==> config.mk <==
export PLATFORM = sky130hd
export DESIGN_NAME = sync_hs_src_ctrl
export DESIGN_NICKNAME = d
export VERILOG_FILES = /design/src/rtl/sync_hs_src_ctrl.sv
export SDC_FILE = /design/constraint.sdc
export NUM_CORES = 1
export LEC_CHECK = 0
export BUFFER_PORTS_ARGS = -buffer_cell sky130_fd_sc_hd__buf_2
export CAP_MARGIN = 20
export CORE_UTILIZATION = 49
export DETAILED_ROUTE_END_ITERATION = 7
export PLACE_DENSITY = 0.88
export RECOVER_POWER = 50
export SYNTH_ARGS = -nofsm -noshare
export SYNTH_HDL_FRONTEND = slang
export SYNTH_SLANG_ARGS = --single-unit
export TNS_END_PERCENT = 5
==> constraint.sdc <==
create_clock -name clk -period 1.7 [get_ports clk]
set_input_delay 0.17 -clock clk [delete_from_list [all_inputs] [get_ports clk]]
set_output_delay 0.17 -clock clk [all_outputs]
set_load 0.02 [all_outputs]
==> src/rtl/sync_hs_src_ctrl.sv <==
// Source-domain side of a 4-phase req/ack transfer into another clock domain:
// local valid/ready intake, level req with held data, synchronized ack, ack watchdog.

module sync_level2level #(
  parameter int SIGNAL_WIDTH = 1,
  parameter int FLOP_NUM     = 2
) (
  input  logic                    clk,
  input  logic                    rst_b,
  input  logic [SIGNAL_WIDTH-1:0] data_i,
  output logic [SIGNAL_WIDTH-1:0] data_o
);

  logic [SIGNAL_WIDTH-1:0] sync_q [FLOP_NUM];

  always_ff @(posedge clk or negedge rst_b) begin
    if (!rst_b) begin
      for (int i = 0; i < FLOP_NUM; i++) sync_q[i] <= '0;
    end else begin
      sync_q[0] <= data_i;
      for (int i = 1; i < FLOP_NUM; i++) sync_q[i] <= sync_q[i-1];
    end
  end

  assign data_o = sync_q[FLOP_NUM-1];

endmodule

module sync_hs_src_ctrl #(
  parameter int DATA_WIDTH  = 32,
  parameter int SYNC_FLOP   = 3,
  parameter int ACK_TIMEOUT = 1024
) (
  input  logic                  clk,
  input  logic                  rst_b,
  input  logic                  src_vld,
  input  logic [DATA_WIDTH-1:0] src_data,
  output logic                  src_rdy,
  output logic                  cdc_req,
  output logic [DATA_WIDTH-1:0] cdc_data,
  input  logic                  cdc_ack_async,
  output logic                  xfer_done,
  output logic                  busy,
  input  logic                  err_clr,
  output logic                  err_timeout,
  output logic [1:0]            dbg_state
);

  // Handshake: a word moves on src_vld & src_rdy at a rising clk edge;
  // src_rdy never depends on src_vld, and src_data is ignored otherwise.

  typedef enum logic [1:0] {
    IDLE    = 2'd0,
    WAIT_HI = 2'd1,
    WAIT_LO = 2'd2
  } state_t;

  localparam int CNT_W = (ACK_TIMEOUT > 0) ? $clog2(ACK_TIMEOUT + 1) : 1;
  localparam logic [CNT_W-1:0] CNT_MAX = CNT_W'(ACK_TIMEOUT);
  localparam logic [CNT_W-1:0] CNT_PRE = CNT_W'((ACK_TIMEOUT > 0) ? ACK_TIMEOUT - 1 : 0);

  state_t                state_q, state_d;
  logic                  req_q, req_d;
  logic [DATA_WIDTH-1:0] data_q, data_d;
  logic                  done_q, done_d;
  logic                  err_q, err_d;
  logic [CNT_W-1:0]      cnt_q, cnt_d;
  logic                  timeout_evt;
  logic                  ack_s;

  sync_level2level #(
    .SIGNAL_WIDTH (1),
    .FLOP_NUM     (SYNC_FLOP)
  ) u_ack_sync (
    .clk    (clk),
    .rst_b  (rst_b),
    .data_i (cdc_ack_async),
    .data_o (ack_s)
  );

  // A stale ack left high by the far side blocks intake until it drops.
  assign src_rdy = (state_q == IDLE) && !ack_s;

  always_comb begin
    state_d = state_q;
    req_d   = req_q;
    data_d  = data_q;
    done_d  = 1'b0;
    case (state_q)
      IDLE: begin
        if (src_vld && src_rdy) begin
          data_d  = src_data;
          req_d   = 1'b1;
          state_d = WAIT_HI;
        end
      end
      WAIT_HI: begin
        if (ack_s) begin
          req_d   = 1'b0;
          state_d = WAIT_LO;
        end
      end
      WAIT_LO: begin
        if (!ack_s) begin
          done_d  = 1'b1;
          state_d = IDLE;
        end
      end
      default: begin
        req_d   = 1'b0;
        state_d = IDLE;
      end
    endcase
  end

  // Watchdog only reports; the handshake keeps waiting regardless.
  always_comb begin
    cnt_d       = '0;
    timeout_evt = 1'b0;
    err_d       = err_q;
    if (ACK_TIMEOUT != 0) begin
      if (state_q != IDLE && state_d == state_q) begin
        cnt_d       = (cnt_q != CNT_MAX) ? cnt_q + 1'b1 : cnt_q;
        timeout_evt = (cnt_q == CNT_PRE);
      end
      if (err_clr)     err_d = 1'b0;
      if (timeout_evt) err_d = 1'b1;
    end else begin
      err_d = 1'b0;
    end
  end

  always_ff @(posedge clk or negedge rst_b) begin
    if (!rst_b) begin
      state_q <= IDLE;
      req_q   <= 1'b0;
      data_q  <= '0;
      done_q  <= 1'b0;
      err_q   <= 1'b0;
      cnt_q   <= '0;
    end else begin
      state_q <= state_d;
      req_q   <= req_d;
      data_q  <= data_d;
      done_q  <= done_d;
      err_q   <= err_d;
      cnt_q   <= cnt_d;
    end
  end

  assign cdc_req     = req_q;
  assign cdc_data    = data_q;
  assign xfer_done   = done_q;
  assign busy        = (state_q != IDLE);
  assign err_timeout = err_q;
  assign dbg_state   = state_q;

  a_data_hold: assert property (@(posedge clk) disable iff (!rst_b)
    (state_q == WAIT_HI && state_d == WAIT_HI) |=> $stable(data_q));

  a_done_pulse: assert property (@(posedge clk) disable iff (!rst_b)
    done_q |=> !done_q);

  a_req_low_idle: assert property (@(posedge clk) disable iff (!rst_b)
    (state_q == IDLE) |-> !req_q);

endmodule
After elaboration in Yosys (flattened, before gate mapping) --
Cells that the tools add are included.
Cells by class: add/subtract/negate cells 1, eq/ne operators 8, mux-type cells 14, bitwise gates (word level) 1, reductions and logical operators 9
Operator list (count):
- 2-to-1 mux 11 bit | 2
- adder 11 x 1 -> 11 bit (second input constant) | 1
- equality test 11 x 10 -> 1 bit (second input constant) | 1
- != test 11 bit (second input constant) | 1
- 2-to-1 mux 1 bit | 7
- 2-to-1 mux 2 bit | 3
- != test 2 x 1 -> 1 bit (second input constant) | 3
- one-hot mux 2 bit (3 select lines) | 1
- nonzero test 2 bit | 2
- logical AND 1 bit | 3
- one-hot mux 1 bit (3 select lines) | 1
- AND reduction 3 bit | 1
- equality test 2 x 1 -> 1 bit (second input constant) | 1
- equality test 2 bit | 1
- equality test 2 bit (second input constant) | 1
- logical NOT 2 bit | 1
- AND reduction 2 bit | 1
- logical NOT 1 bit | 1
- NOT 1 bit | 1
Word-level totals: register bits 51, bits of input ports 37, output and inout port bits 39, logic and storage cells 42

Logic depth before layout (Yosys ltp) --
Gate-level depths: netlist (run 1).
word-level depth 9, gate-level depth with buffers 6, mapped depth without buffers 5

By module --
Synthesis (run 1) repeated with hierarchy kept, for this count alone.
Second synthesis, totals: cell total of the unflattened synthesis 159, area total of the unflattened synthesis 2149.6 µm²
Modules (own cells, without submodules):
- sync_hs_src_ctrl | instances 1, cells each 156, area each 2074.5 µm², seq. area each 1201.2 µm²
- sync_level2level | instances 1, cells each 3, area each 75.1 µm², seq. area each 75.1 µm²

Least setup slack after synthesis (run 1) --
OpenSTA, ideal clock, no wires.
path type register to register, from reg state_q[0] (netlist: dbg_state[0]), to reg data_q[10] (netlist: cdc_data[10]), library setup time 0.125 ns, arrival time 1.758 ns, data required time 1.575 ns, path slack -0.183 ns, cell stages (with the launch flop) 7, path buffers 3, clock period less this slack 1.883 ns, cells stage by stage dfrtp_1 clkbuf_2 nor3_2 and2_1 buf_4 buf_6 mux2_2
Between the ends: longest elaborated chain between the ends 4
Ends and longest elaborated chain:
- start, declared | RTL line 62 | state_t state_q, state_d;
- start signal, assigned | RTL line 142 | state_q <= state_d;
- logical NOT 2 bit | RTL line 82 | assign src_rdy = (state_q == IDLE) && !ack_s;
- logical AND 1 bit | RTL line 82
- named net src_rdy | RTL line 38 | output logic src_rdy,
- logical AND 1 bit | RTL line 91 | if (src_vld && src_rdy) begin
- AND reduction 2 bit (no line)
- end signal, assigned | RTL line 144 | data_q <= data_d;
- end, declared | RTL line 64 | logic [DATA_WIDTH-1:0] data_q, data_d;
The timed path passes the listed nets, and every way through them passes these cells. A chain may end at the register's enable or synchronous reset.

Worst setup path after layout (run 1) --
from reg cnt_q[3], to reg cnt_q[2]
Between the ends: longest elaborated chain between the ends 2
Ends and longest elaborated chain:
- start, declared | RTL line 67 | logic [CNT_W-1:0] cnt_q, cnt_d;
- start signal, assigned | RTL line 147 | cnt_q <= cnt_d;
- != test 11 bit | RTL line 123 | cnt_d = (cnt_q != CNT_MAX) ? cnt_q + 1'b1 : cnt_q;
- != test 2 x 1 -> 1 bit (no line)
No other way between the ends.

==> metrics.md, run 1 <==
| Metric | Value |
|---|---|
| Skew final | `8.18 ps` |
| Via density | `5.15` |
| Tmin final | `1540 ps` |
| Peak supply drop | `0.747 mV` |
| CP Data Arrival Time | `1710 ps` |
| Top FF cell, synth | `dfrtp_1` |
| Yosys top cell area share | `59.6%` |
| Avg Cell Area, Syn | `13.6 µm²` |
| Initial antenna violation count | `0` |
| Final Max Tran Viols | `0` |
| RR Startpoint | `cnt_q[3]$_DFFE_PN0P_` |
| Routed Antenna Nets | `0` |
| Clock Latency Late Sink | `290 ps` |
| Routed length per placed instance | `13.7 µm` |
| Fillers | `323` |
| Number of antenna diodes | `0` |
| Startpoint Class | `flop` |
| Yosys reg bits | `51` |
| Row cnt | `23` |
| Num CTS Buffers | `5` |
| Top-count cell post-synth | `dfrtp_1` |
| Final HPWL DP | `2970 µm` |
| Die area | `4630 µm²` |
| GRT Overall Usage | `19.0%` |
| Share of layout cells above drive strength 1 | `46.7%` |
| Synthesis-to-layout area growth | `25.9%` |
| Initial Util | `52.4%` |
| CTS-repair resized insts | `0` |
| Reg2Reg Depth | `3` |
| PD cells | `1180 nW/µm²` |
| Worst Setup EP | `cnt_q[2]$_DFFE_PN0P_` |
| Max-cap violations | `0` |
| Slew @ Worst Pin | `1020 ps` |
| Worst Setup End Kind | `flop` |
| Synth cell types | `33` |
| Final Hold Fails | `0` |
| Achievable Freq | `0.649 GHz` |
| Pin count of the biggest net entering global routing | `33` |
| Async SR Flop Fraction | `100%` |
| Register area share after synthesis | `59.6%` |
| Ports | `76` |
| CTS tree | `built` |
| Total gr overflow | `0` |
| Critical path fanouts, max | `5` |
| Setup TNS | `0 ps` |
| Synth top cells by count | `dfrtp_1, mux2_2, o21ai_0` |
| Mapped Area | `2140 µm²` |
| Reg2reg end | `cnt_q[2]$_DFFE_PN0P_` |
| CP startpoint | `cnt_q[3]$_DFFE_PN0P_` |
| Post-route clock period utilization | `90.6%` |
| Worst path required time | `1870 ps` |
| First-pass GRT wire length | `6470 µm` |
| Pre-Repair DR Iteration Count | `4` |
| Final setup fails | `0` |
| Mapped Cells | `157` |
| 1st-iter DRT viols | `53` |
| Number of synthesized flops with an enable pin | `0` |
| # nets final | `281` |
| Worst R2R Setup Slack | `160 ps` |
| Number of global-route vias before repair | `1475` |
| Die height | `68.1 µm` |
| Clock sink count | `51` |
| # H-tree levels | `2` |
| Residual DRC count | `0` |
| Max clock buf depth | `2` |
| CTS root buf | `clkbuf_8` |
| Horiz. Die Dim | `68.1 µm` |
| Routed wire length | `4000 µm` |
| IO Port Bufs | `75` |
| Outcome | `complete, no violations` |
| Setup Buffers After CTS | `0` |
| Syn_nets | `196` |
| Vias | `1504` |
| Final Util | `65.9%` |
| RSZ-0062 raised after global routing | `no` |
| Yosys synthesis warning count | `0` |
| Clock-pin slew on the worst setup and hold paths | `80 ps` |
| Largest area contributor in the netlist | `dfrtp_1` |
| Worst rel slew slack | `32.2%` |
| Top post-synthesis cells by area | `dfrtp_1, mux2_2, o21ai_0, buf_6, mux2_1` |
| Core area | `4090 µm²` |
| Leakage | `0.00124 µW` |
| Worst hold path class | `in -> reg` |
| Routability cong. | `0.774` |
| CP Class | `reg -> reg` |
-- report_power, final --
group          internal (µW)  switching, µW
registers               1450            132
logic                    391            553
clock network            282            371
total                   2130           1060
-- timing repair --
item,in CTS,in global routing
endpoints found under the setup margin,0,0
hold buffers,2,0
endpoints found under the hold margin,17,0
-- worst min path at each step --
| stage | startpoint | endpoint | slack [ps] | depth (start not counted) |
|---|---|---|---|---|
| after detailed placement | rst_b | cdc_data[10]$_DFFE_PN0P_ | 130 | 1 |
| after CTS | err_clr | err_timeout$_DFFE_PN0P_ | 50 | 2 |
| after global placement | rst_b | cdc_data[24]$_DFFE_PN0P_ | 120 | 1 |
| final | err_clr | err_timeout$_DFFE_PN0P_ | 60 | 2 |
| after global routing | err_clr | err_timeout$_DFFE_PN0P_ | 80 | 2 |
| after floorplan | rst_b | cdc_data[0]$_DFFE_PN0P_ | -130 | 0 |
-- metrics by stage --
stage          cell area (µm²)  hold WS, ps  total power [µW]  setup slack (ps)  cells
2_1_floorplan             2160         -126              2210              1.40    157
3_3_place_gp              2610          120              2550               199    283
3_5_place_dp              2610          134              2590               166    283
4_1_cts                   2720         50.8              3260               154    292
5_1_grt                   2690         78.2              3370              70.7    292
6_report                  2690         64.6              3180               160    292
-- routing by layer --
layer / vias to the layer above / wire length, µm / track usage (%)
li1: 719 / - / -
met1: 733 / 1700 / 24.4
met2: 47 / 2080 / 31.6
met3: 5 / 179 / 3.83
met4: 0 / 38 / 7.29
met5: - / 0 / 0
-- kinds of logic after synthesis --
logic type,synth area share (%)
DFF,59.6
and+or+nand+nor,11.3
muxes,18.2
AOI/OAI and AO/OA,5.26
buffers and inverters,3.10
xor gates and xnor gates,1.23
adders and majority gates,1.17
-- flip-flops by register name, indices dropped and copies added, names as in the netlist --
register,count
cdc_data,32
cdc_req,1
cnt_q,11
dbg_state,2
err_timeout,1
u_ack_sync.data_o,1
u_ack_sync.sync_q,2
xfer_done,1
-- critical path, stage by stage (launching register included) --
cell and delay (ps):
dfrtp_1 450, or4_4 580, nor4_1 290, nor4_1 100
-- cell usage in the layout, fill, tap and decap left out, types with 4 or more instances in the layout --
cell type / count
nor2_1: 5
clkbuf_1: 14
inv_1: 4
buf_2: 61
mux2_2: 29
nand2_1: 5
clkbuf_8: 5
a21oi_1: 5
o21ai_0: 10
buf_4: 4
dfrtp_1: 50
or3_1: 5
nand3_1: 6
-- final cells by class --
class	instances	area, µm²	area share (%)
sequential	51	1280	47.4
multi-input combinational	96	803	29.8
timing repair buffer	84	453	16.8
clock buffer	5	68.8	2.55
tap	50	62.6	2.32
inverter	4	15.0	0.557
clock inverter	2	13.8	0.511
Power figures use the tool's default switching activity.
==> run 2: changes to the inputs <==
Settings changed: CORE_UTILIZATION 49 to 44, PLACE_DENSITY 0.88 to 0.84.
Clock period 1.7 ns to 1.4 ns, I/O delays scaled along.
==> run 2 against run 1 <==
  * Global-route usage down 0.69 points
  * Total power is 33% higher
  * Non-clock buffer count up 16
  * The flow now finishes with violations (setup timing)
  * Worst setup slack lost 270 ps
  * Critical path depth did not move
  * Routed wire length is 14% higher
  * Worst hold slack worse by 32 ps
==> metrics.md, run 2 (synthesized netlist as in run 1, its figures left out) <==
| Metric | Value |
|---|---|
| Worst Setup End Kind | `flop` |
| Synthesis-to-layout area growth | `40.9%` |
| Ports | `76` |
| Final HPWL DP | `2930 µm` |
| Final Hold Fails | `0` |
| Die area | `5150 µm²` |
| Worst hold path class | `in -> reg` |
| Routed wire length | `4580 µm` |
| Hold_sp | `err_clr` |
| Vias | `1594` |
| RSZ-0062 raised after global routing | `yes` |
| Pre-Repair DR Iteration Count | `4` |
| IO Port Bufs | `75` |
| Skew final | `9.12 ps` |
| Worst R2R Setup Slack | `-110 ps` |
| Clock sink count | `51` |
| PD cells | `1400 nW/µm²` |
| 1st-iter DRT viols | `78` |
| CTS tree | `built` |
| Via density | `5.09` |
| Final setup fails | `35` |
| Share of layout cells above drive strength 1 | `60.2%` |
| CP Class | `reg -> reg` |
| RR Startpoint | `cnt_q[3]$_DFFE_PN0P_` |
| Leakage | `0.00147 µW` |
| Worst rel slew slack | `54.7%` |
| Layout Cells excl Fill | `313` |
| Initial Util | `45.6%` |
| Initial antenna violation count | `0` |
| First-pass GRT wire length | `7270 µm` |
| Worst path required time | `1580 ps` |
| Achievable Freq | `0.664 GHz` |
| Critical path fanouts, max | `2` |
| Reg2Reg Depth | `3` |
| Core area | `4690 µm²` |
| Clock Latency Late Sink | `310 ps` |
| Num CTS Buffers | `5` |
| Hold EP | `err_timeout$_DFFE_PN0P_` |
| Peak supply drop | `1.07 mV` |
| Tmin final | `1510 ps` |
| Final Max Tran Viols | `0` |
| Clock-pin slew on the worst setup and hold paths | `80 ps` |
| Dpl cells | `301` |
| Residual DRC count | `0` |
| Row cnt | `25` |
| Post-route setup slack | `-105 ps` |
| Slew @ Worst Pin | `679 ps` |
| Max clock buf depth | `2` |
| Most frequent cells in the layout | `buf_2, dfrtp_1, mux2_4` |
| Number of antenna diodes | `0` |
| Fillers | `369` |
| Most common cell after layout, fill and taps aside | `buf_2` |
| CP Data Arrival Time | `1680 ps` |
| Max-cap violations | `0` |
| Post-route clock period utilization | `108%` |
| Startpoint Class | `flop` |
| Routability cong. | `0.811` |
| CTS root buf | `clkbuf_8` |
| Worst hold stages | `2` |
| # nets final | `297` |
| WHS | `32.9 ps` |
| Max reg flops | `32` |
| GRT Overall Usage | `18.4%` |
| Pin count of the biggest net entering global routing | `52` |
| Routed length per placed instance | `14.6 µm` |
| Failing checks | `setup timing` |
| Outcome | `complete, but fails checks` |
| Number of global-route vias before repair | `1569` |
| Horiz. Die Dim | `71.7 µm` |
| Total gr overflow | `0` |
| # H-tree levels | `2` |
| Die height | `71.7 µm` |
| Reg2reg end | `cnt_q[2]$_DFFE_PN0P_` |
| Routed Antenna Nets | `0` |
run 2: cell count changes in the layout (fill, tap and decap cells not counted), sizes merged:
cell / previous run / this run
clkbuf: 20 / 7
clkinv: 2 / 1
buf: 67 / 97
inv: 4 / 5
run 2: worst max path at each step:
stage | startpoint | end | cells past startpoint
finish | cnt_q[3]$_DFFE_PN0P_ | cnt_q[2]$_DFFE_PN0P_ | 3
floorplan | dbg_state[0]$_DFF_PN0_ | cdc_data[10]$_DFFE_PN0P_ | 6
detailed placement | u_ack_sync.data_o$_DFF_PN0_ | cdc_data[29]$_DFFE_PN0P_ | 4
global placement | cnt_q[7]$_DFFE_PN0P_ | cnt_q[0]$_DFFE_PN0P_ | 3
CTS | cnt_q[6]$_DFFE_PN0P_ | cnt_q[1]$_DFFE_PN0P_ | 3
global route | cnt_q[3]$_DFFE_PN0P_ | cnt_q[0]$_DFFE_PN0P_ | 3
run 2: area by class of cell:
type / count / area [µm²] / share of cell area, %
Clock buffer: 6 / 82.6 / 2.74
Tap cell: 54 / 67.6 / 2.24
Multi-Input combinational cell: 96 / 937 / 31.1
Sequential cell: 51 / 1280 / 42.5
Inverter: 4 / 15.0 / 0.498
Timing Repair Buffer: 100 / 618 / 20.5
Clock inverter: 2 / 13.8 / 0.457
run 2: stage by stage:
step / util, % / total power (µW) / instance area [µm²] / TNS (ps) / setup WS (ps)
CTS: 62.3 / 4150 / 2920 / -1130 / -97.8
global route: 64.2 / 4430 / 3010 / -2290 / -131
finish: 64.2 / 4230 / 3010 / -870 / -105
floorplan: - / 2680 / 2160 / -9410 / -299
detailed placement: 58.0 / 3160 / 2720 / -2610 / -87.7
global placement: 58.0 / 3110 / 2720 / -1170 / -41.4
run 2: layer usage:
metal	wire length (µm)	share of wire [%]	GRT usage, %	vias to the layer above
li1	-	-	-	757
met4	81	1.8	6.54	0
met5	0	0	0	-
met1	1970	43	22.6	773
met2	2300	50	31.1	54
met3	227	5.0	5.06	10
run 2: what timing repair did:
action | in CTS | in global routing
pin swaps | 3 | 4
setup endpoints to repair | 36 | 42
hold buffers | 2 | 0
endpoints found under the hold margin | 52 | 0
resized for setup | 18 | 26
gates cloned | 1 | 0
buffers inserted | 0 | 1
run 2: where the power goes:
| group | switching (µW) | internal [µW] | total (µW) |
|---|---|---|---|
| logic | 716 | 686 | 1400 |
| registers | 169 | 1770 | 1940 |
| clock network | 484 | 405 | 889 |
run 2: worst max-delay path, stage by stage (launching register included):
cell and delay, ps:
dfrtp_1 390, or4_4 570, nor4_1 330, nor4_1 100
